<file path="config.mk">
export PLATFORM = sky130hd
export DESIGN_NAME = rbi_mem_req_node
export DESIGN_NICKNAME = d
export VERILOG_FILES = /design/src/rtl/rbi_mem_req_node_pkg.sv /design/src/rtl/rbi_req_tag_table.sv /design/src/rtl/rbi_mem_req_node.sv
export SDC_FILE = /design/constraint.sdc
export NUM_CORES = 1
export LEC_CHECK = 0
export CORE_AREA = 2 2 290 292
export DETAILED_ROUTE_END_ITERATION = 10
export DIE_AREA = 0 0 292 294
export SYNTH_ARGS = -nofsm -noshare
export SYNTH_HDL_FRONTEND = slang
export SYNTH_SLANG_ARGS = --single-unit
</file>
<file path="constraint.sdc">
create_clock -name clock -period 2.9 [get_ports clock]
set_input_delay 0.725 -clock clock [delete_from_list [all_inputs] [get_ports clock]]
set_output_delay 0.725 -clock clock [all_outputs]
set_load 0.005 [all_outputs]
</file>
<file path="src/rtl/rbi_mem_req_node_pkg.sv">
// Shared ringbus definitions: opcodes, slot-class encoding, sequence field layout
// and small field helpers used by the memory request node.
package rbi_mem_req_node_pkg;

    localparam logic [7:0] JX2_RBI_OPM_LDX = 8'h93;
    localparam logic [7:0] JX2_RBI_OPM_STX = 8'h97;
    localparam logic [7:0] JX2_RBI_OPM_PFX = 8'h9B;
    localparam logic [7:0] JX2_RBI_OPM_SPX = 8'h9F;

    localparam logic [1:0] RBI_OPM_CLS_RSP = 2'b01;
    localparam int unsigned RBI_OPM_CLS_LSB = 6;
    localparam int unsigned RBI_OPM_CLS_MSB = 7;

    localparam int unsigned RBI_SEQ_NODE_LSB = 8;
    localparam int unsigned RBI_SEQ_NODE_MSB = 15;
    localparam int unsigned RBI_SEQ_RSV_LSB  = 2;
    localparam int unsigned RBI_SEQ_RSV_MSB  = 3;
    localparam int unsigned RBI_SEQ_TAG_LSB  = 0;
    localparam int unsigned RBI_SEQ_TAG_MSB  = 1;

    localparam int unsigned RBI_TAG_W    = 2;
    localparam int unsigned RBI_NUM_TAGS = 4;
    localparam int unsigned RBI_AGE_W    = 10;

    typedef logic [RBI_TAG_W-1:0] rbi_tag_t;

    typedef enum logic [1:0] {
        SLOT_FWD     = 2'd0,
        SLOT_EMPTY   = 2'd1,
        SLOT_OWN_RSP = 2'd2
    } rbi_slot_cls_t;

    function automatic logic rbi_opm_is_empty(input logic [15:0] opm);
        return (opm[7:0] == 8'h00);
    endfunction

    function automatic logic rbi_opm_is_rsp(input logic [15:0] opm);
        return (opm[RBI_OPM_CLS_MSB:RBI_OPM_CLS_LSB] == RBI_OPM_CLS_RSP);
    endfunction

    function automatic logic [7:0] rbi_seq_node(input logic [15:0] seq);
        return seq[RBI_SEQ_NODE_MSB:RBI_SEQ_NODE_LSB];
    endfunction

    function automatic rbi_tag_t rbi_seq_tag(input logic [15:0] seq);
        return seq[RBI_SEQ_TAG_MSB:RBI_SEQ_TAG_LSB];
    endfunction

    function automatic logic [15:0] rbi_mk_seq(input logic [7:0] node, input rbi_tag_t tag);
        return {node, 6'b000000, tag};
    endfunction

    // Lowest set bit of a 4-entry mask; mask must be non-zero for a meaningful result
    function automatic rbi_tag_t rbi_lowest_tag(input logic [3:0] mask);
        casez (mask)
            4'b???1: return 2'd0;
            4'b??10: return 2'd1;
            4'b?100: return 2'd2;
            4'b1000: return 2'd3;
            default: return 2'd0;
        endcase
    endfunction

endpackage

</file>
<file path="src/rtl/rbi_req_tag_table.sv">
// Outstanding-request table: four tags with valid bits and age counters,
// lowest-free allocator and single-completion arbiter (response beats timeout).
module rbi_req_tag_table
    import rbi_mem_req_node_pkg::*;
#(
    parameter int unsigned TMO_MAX = 1023
) (
    input  logic     clock,
    input  logic     reset,
    input  logic     allocEn,
    output rbi_tag_t allocTag,
    output logic     anyFree,
    input  logic     rspHit,
    input  rbi_tag_t rspTag,
    output logic     cplValid,
    output rbi_tag_t cplTag,
    output logic     cplErr
);

    localparam logic [RBI_AGE_W-1:0] AGE_LIMIT = RBI_AGE_W'(TMO_MAX);

    logic [RBI_NUM_TAGS-1:0] valid_r;
    logic [RBI_AGE_W-1:0]    age_r [RBI_NUM_TAGS];
    logic [RBI_NUM_TAGS-1:0] tmoHit_s;
    logic [RBI_NUM_TAGS-1:0] freeMask_s;
    logic                    rspDone_s;

    assign anyFree  = ~(&valid_r);
    assign allocTag = rbi_lowest_tag(~valid_r);

    // Pick at most one completion; a timeout on the tag being answered is absorbed
    always_comb begin
        rspDone_s = rspHit && valid_r[rspTag];
        for (int i = 0; i < RBI_NUM_TAGS; i++) begin
            tmoHit_s[i] = valid_r[i] && (age_r[i] == AGE_LIMIT) &&
                          !(rspDone_s && (rspTag == rbi_tag_t'(i)));
        end
        if (rspDone_s) begin
            cplValid = 1'b1;
            cplTag   = rspTag;
            cplErr   = 1'b0;
        end else if (|tmoHit_s) begin
            cplValid = 1'b1;
            cplTag   = rbi_lowest_tag(tmoHit_s);
            cplErr   = 1'b1;
        end else begin
            cplValid = 1'b0;
            cplTag   = 2'd0;
            cplErr   = 1'b0;
        end
        freeMask_s = cplValid ? (4'b0001 << cplTag) : 4'b0000;
    end

    // Entry state; ages saturate at the limit so a deferred timeout keeps its age
    always_ff @(posedge clock or negedge reset) begin
        if (!reset) begin
            valid_r <= 4'b0000;
            for (int i = 0; i < RBI_NUM_TAGS; i++) begin
                age_r[i] <= {RBI_AGE_W{1'b0}};
            end
        end else begin
            for (int i = 0; i < RBI_NUM_TAGS; i++) begin
                if (allocEn && (allocTag == rbi_tag_t'(i))) begin
                    valid_r[i] <= 1'b1;
                    age_r[i]   <= {RBI_AGE_W{1'b0}};
                end else if (freeMask_s[i]) begin
                    valid_r[i] <= 1'b0;
                    age_r[i]   <= {RBI_AGE_W{1'b0}};
                end else if (valid_r[i] && (age_r[i] != AGE_LIMIT)) begin
                    age_r[i] <= age_r[i] + RBI_AGE_W'(1);
                end else begin
                    age_r[i] <= age_r[i];
                end
            end
        end
    end

endmodule

</file>
<file path="src/rtl/rbi_mem_req_node.sv">
// Ring-bus memory request node: registered ring stage, one-entry request hold
// register with slot injection, and own-response / timeout reporting.
module rbi_mem_req_node
    import rbi_mem_req_node_pkg::*;
#(
    parameter int unsigned ADDR_W  = 48,
    parameter int unsigned DATA_W  = 128,
    parameter int unsigned TMO_MAX = 1023
) (
    input  logic              clock,
    input  logic              reset,
    input  logic [15:0]       memSeqIn,
    input  logic [15:0]       memOpmIn,
    input  logic [ADDR_W-1:0] memAddrIn,
    input  logic [DATA_W-1:0] memDataIn,
    output logic [15:0]       memSeqOut,
    output logic [15:0]       memOpmOut,
    output logic [ADDR_W-1:0] memAddrOut,
    output logic [DATA_W-1:0] memDataOut,
    input  logic [7:0]        unitNodeId,
    input  logic              reqValid,
    output logic              reqReady,
    input  logic [7:0]        reqOpm,
    input  logic [ADDR_W-1:0] reqAddr,
    input  logic [DATA_W-1:0] reqData,
    output logic              rspValid,
    output logic [1:0]        rspTag,
    output logic [DATA_W-1:0] rspData,
    output logic              rspErr,
    output logic [1:0]        reqTag
);

    rbi_slot_cls_t     slotCls_s;
    logic              ownRsp_s;
    logic              slotFree_s;
    logic              inject_s;
    logic              accept_s;
    logic              anyFree_s;
    rbi_tag_t          allocTag_s;
    rbi_tag_t          rspTagIn_s;
    rbi_tag_t          cplTag_s;
    logic              cplValid_s;
    logic              cplErr_s;

    logic              holdValid_r;
    logic [7:0]        holdOpm_r;
    rbi_tag_t          holdTag_r;
    logic [ADDR_W-1:0] holdAddr_r;
    logic [DATA_W-1:0] holdData_r;

    logic [15:0]       seqNext_s;
    logic [15:0]       opmNext_s;
    logic [ADDR_W-1:0] addrNext_s;
    logic [DATA_W-1:0] dataNext_s;

    // Classify the ingress slot
    always_comb begin
        if (rbi_opm_is_empty(memOpmIn)) begin
            slotCls_s = SLOT_EMPTY;
        end else if (rbi_opm_is_rsp(memOpmIn) && (rbi_seq_node(memSeqIn) == unitNodeId)) begin
            slotCls_s = SLOT_OWN_RSP;
        end else begin
            slotCls_s = SLOT_FWD;
        end
    end

    // An own response is always consumed, so its slot is free for injection
    always_comb begin
        ownRsp_s   = 1'b0;
        slotFree_s = 1'b0;
        case (slotCls_s)
            SLOT_EMPTY: begin
                slotFree_s = 1'b1;
            end
            SLOT_OWN_RSP: begin
                ownRsp_s   = 1'b1;
                slotFree_s = 1'b1;
            end
            default: begin
                ownRsp_s   = 1'b0;
                slotFree_s = 1'b0;
            end
        endcase
    end

    assign rspTagIn_s = rbi_seq_tag(memSeqIn);
    assign inject_s   = holdValid_r && slotFree_s;
    assign reqReady   = !holdValid_r && anyFree_s;
    assign accept_s   = reqValid && reqReady;
    assign reqTag     = accept_s ? allocTag_s : 2'd0;

    rbi_req_tag_table #(
        .TMO_MAX (TMO_MAX)
    ) u_tagTable (
        .clock    (clock),
        .reset    (reset),
        .allocEn  (accept_s),
        .allocTag (allocTag_s),
        .anyFree  (anyFree_s),
        .rspHit   (ownRsp_s),
        .rspTag   (rspTagIn_s),
        .cplValid (cplValid_s),
        .cplTag   (cplTag_s),
        .cplErr   (cplErr_s)
    );

    // Hold register: keeps an accepted, already-tagged request until a slot frees up
    always_ff @(posedge clock or negedge reset) begin
        if (!reset) begin
            holdValid_r <= 1'b0;
            holdOpm_r   <= 8'h00;
            holdTag_r   <= 2'd0;
            holdAddr_r  <= {ADDR_W{1'b0}};
            holdData_r  <= {DATA_W{1'b0}};
        end else if (accept_s) begin
            holdValid_r <= 1'b1;
            holdOpm_r   <= reqOpm;
            holdTag_r   <= allocTag_s;
            holdAddr_r  <= reqAddr;
            holdData_r  <= (reqOpm == JX2_RBI_OPM_STX) ? reqData : {DATA_W{1'b0}};
        end else if (inject_s) begin
            holdValid_r <= 1'b0;
        end else begin
            holdValid_r <= holdValid_r;
        end
    end

    // Next egress slot; Opm[15] belongs to the ring and survives injection/consumption
    always_comb begin
        seqNext_s  = memSeqIn;
        opmNext_s  = memOpmIn;
        addrNext_s = memAddrIn;
        dataNext_s = memDataIn;
        if (inject_s) begin
            opmNext_s  = {memOpmIn[15], 7'b0000000, holdOpm_r};
            seqNext_s  = rbi_mk_seq(unitNodeId, holdTag_r);
            addrNext_s = holdAddr_r;
            dataNext_s = holdData_r;
        end else if (ownRsp_s) begin
            opmNext_s  = {memOpmIn[15], 15'h0000};
            seqNext_s  = 16'h0000;
            addrNext_s = {ADDR_W{1'b0}};
            dataNext_s = {DATA_W{1'b0}};
        end else begin
            opmNext_s  = memOpmIn;
        end
    end

    // Registered ring stage
    always_ff @(posedge clock or negedge reset) begin
        if (!reset) begin
            memSeqOut  <= 16'h0000;
            memOpmOut  <= 16'h0000;
            memAddrOut <= {ADDR_W{1'b0}};
            memDataOut <= {DATA_W{1'b0}};
        end else begin
            memSeqOut  <= seqNext_s;
            memOpmOut  <= opmNext_s;
            memAddrOut <= addrNext_s;
            memDataOut <= dataNext_s;
        end
    end

    // Registered completion report; timeouts carry zero data
    always_ff @(posedge clock or negedge reset) begin
        if (!reset) begin
            rspValid <= 1'b0;
            rspTag   <= 2'd0;
            rspErr   <= 1'b0;
            rspData  <= {DATA_W{1'b0}};
        end else begin
            rspValid <= cplValid_s;
            rspTag   <= cplTag_s;
            rspErr   <= cplErr_s;
            rspData  <= (cplValid_s && !cplErr_s) ? memDataIn : {DATA_W{1'b0}};
        end
    end

endmodule

</file>
==> results.cfg <==
[logic_synthesis]
yosysWarnings = 0
synth_edf_count = 0
avgSynthCellArea_um2 = 11.0
synth-seq-cells = 571
synthCells = 1974
netlist_area_um2 = 21600
synth_fp_nets = 2381
async_flop_share = 1.00
ys_types = 52
synthTopCellsByArea = dfrtp_1 66%, nand2_1 10%, a22o_1 5.5%, and2_1 3.8%, o21ai_1 2.6%
synth_top_area_share = 0.661
ys.flop_type = dfrtp_1
seq_area_frac_synth = 0.661
synth_area_leader_cell = dfrtp_1

[timing]
final.setup_skew_ns = 0.0333
period_share = 0.950
slew_headroom = 0.371
fin_ws_ns = 0.145
tightest_slew_ns = 0.932
drv_slew = 0
rsz0062_at_grt = false
tns_ns = 0
setup_viol = 0
hold_viol = 0
period_needed_ns = 2.76
fmax_ghz = 0.363

[worst_setup_path]
worstPathCellList = nand4_1 > buf_4 > and2_1 > clkdlybuf4s50_1
path_class = flop to output pin
slowest_stage = clkdlybuf4s50_1
critPathCaptureType = output pin
arrival_ns = 2.03
critPathMaxStageDelay_ns = 0.53
setup.worst_path.start_class = flop
cp.required_ns = 2.17
critPathBufInv = 2
critPathTopFamily = buffers and inverters
worstPathMaxFanout = 9

[drt]
viasPerCell = 4.45
routed_wl_um = 78000
num_vias = 17434
routedWlPerCell_um = 19.9
post-route-drc-count = 0
detail_route.first_pass.iterations = 5
final_antenna_net_count = 0
drt_iter0_drc = 823

[cts]
cts-buffers-inserted = 68
clkTransAtPathRegs_ns = 0.06
clock_path_buffers = 3
cts_tree = built
insertion_delay_ns = 0.61
postCtsSetupBuffers = 0
root_buffer = clkbuf_16
cts_sinks = 571
htree_levels = 3

[final_layout]
nets = 3186
layoutNonFillerInstCount = 3914
drive_above_1_share = 0.0880
n_fill_cell = 8020
fin_util = 0.404
final_cell_area_um2 = 33500
synthToLayoutAreaGrowth_pct = 54.8

[placed_design]
place_area_um2 = 31200
place_ws_ns = -0.177
dp_cells = 3788
hpwl_um = 57100
io_buffers = 745
place_congestion = 0.851

[floorplanning]
die_x_um = 292
die_h_um = 294
ios = 746
rows = 106
core_area_um2 = 82900
die-area_um2 = 85800
initial_core_util = 0.261

[power_and_ir_drop]
pwr_density_cell_nw_per_um2 = 620
power_leakage_nw = 15.2
max-vdd-ir-drop_uv = 377

[global_routing]
track_usage = 0.178
grt_pass1_wl_um = 115000
grt_pass1_vias = 17661
grt_overflow = 0
grt_start_max_net_pins = 102
antenna_found_initial = 12

[min_path]
min_path_type = flop to flop

[job]
cap_violations = 0

[status]
outcome = complete, no violations
cells in the final DEF (no fill, tap or decap), drive strengths merged, types with 13 or more instances in the layout:
| cell | instances |
|---|---|
| nand2 | 595 |
| nand4 | 13 |
| dfrtp | 571 |
| a22o | 135 |
| nand3 | 15 |
| xor2 | 24 |
| clkbuf | 96 |
| xnor2 | 17 |
| buf | 120 |
| o21ai | 188 |
| clkinv | 17 |
| and3 | 21 |
| clkdlybuf4s50 | 742 |
| nor2 | 51 |
| and2 | 131 |
worst register-to-register path, cell delays in order (launching register included):
cell and delay [ns]:
dfrtp_1 0.40, ha_1 0.23, and3_1 0.28, and4_1 0.32
o211ai_1 0.17, mux2i_4 0.21, nor3b_4 0.30, buf_12 0.17
nor3b_1 0.05
synthesized netlist by cell type (all sizes together), types with 3 or more instances:
library cell    n
nor3            9
nand2b          4
buf            32
nor2           51
or3             3
clkbuf         98
nor3b           4
o211ai          3
a31oi           3
and4            5
o21ai         188
dfrtp         571
mux2i           8
ha              4
nand2         595
xnor2          17
and3           21
and2          131
nand4          13
nand3          15
nor4            5
a22o          135
a21o            3
xor2           24
inv             6
a21oi           9
logic make-up after synthesis:
logic type	after synthesis	synth area share
AOI/OAI and AO/OA	351	0.108
xor gates and xnor gates	41	0.0166
adders and majority gates	4	0.00231
buffers and inverters	136	0.0291
DFF	571	0.661
muxes	11	0.00636
and+or+nand+nor	860	0.177
flip-flops by register name, indices dropped and copies added, names as in the netlist:
name                count
holdData_r            128
rspTag                  2
holdValid_r             1
holdTag_r               2
holdAddr_r             48
u_tagTable.age_r       40
memSeqOut              16
memOpmOut              16
memAddrOut             48
memDataOut            128
rspData               128
holdOpm_r               8
rspValid                1
u_tagTable.valid_r      4
rspErr                  1
metal layers:
metal  GRT usage  up-vias  routed length (um)
met5           0        -                  77
met4      0.0502       12                1680
met3      0.0471      112                5020
met2       0.299      568               38300
met1       0.226     8592               32800
li1            -     8150                   -
metrics by stage:
step	hold WS [ns]	power, mW
after detailed placement	0.462	12.2
after global placement	0.457	12.2
final	0.452	20.7
after floorplan	0.429	10.5
after CTS	0.463	21.1
after global routing	0.484	21.8
power by group:
part           internal, mW  leakage, nW  switching [mW]
Sequential             8.75         7.34           0.501
Clock                  5.09         1.13            3.60
Combinational          1.46         6.78            1.35
Total                  15.3         15.2            5.45
cell type report:
class	instances	area, um^2	share of cell area
antenna	3	7.51	0.000224
tap	1080	1350	0.0404
timing repair buffer	865	8790	0.263
clock inverter	26	297	0.00886
inverter	6	22.5	0.000673
clock buffer	96	1980	0.0591
sequential	571	14300	0.427
multi-input combinational	1267	6740	0.201
timing repair:
item	4_1_cts	5_1_grt
endpoints found under the setup margin	2	1
endpoints found under the hold margin	13	0
hold buffers	1	0
gates resized for setup	3	1
worst paths after layout:
kind,start,end,slack [ns],depth (start not counted)
hold / removal,holdData_r[98],memDataOut[98],0.45,2
min in group asynchronous,reset,memDataOut[43],0.63,2
setup / recovery,u_tagTable.valid_r[3],reqReady,0.14,4
hold reg to reg,holdData_r[98],memDataOut[98],0.45,2
max in group asynchronous,reset,holdData_r[0],1.34,4
setup reg to reg,u_tagTable.age_r[0],u_tagTable.age_r[8],0.68,8
(Power assumes the default switching activity.)
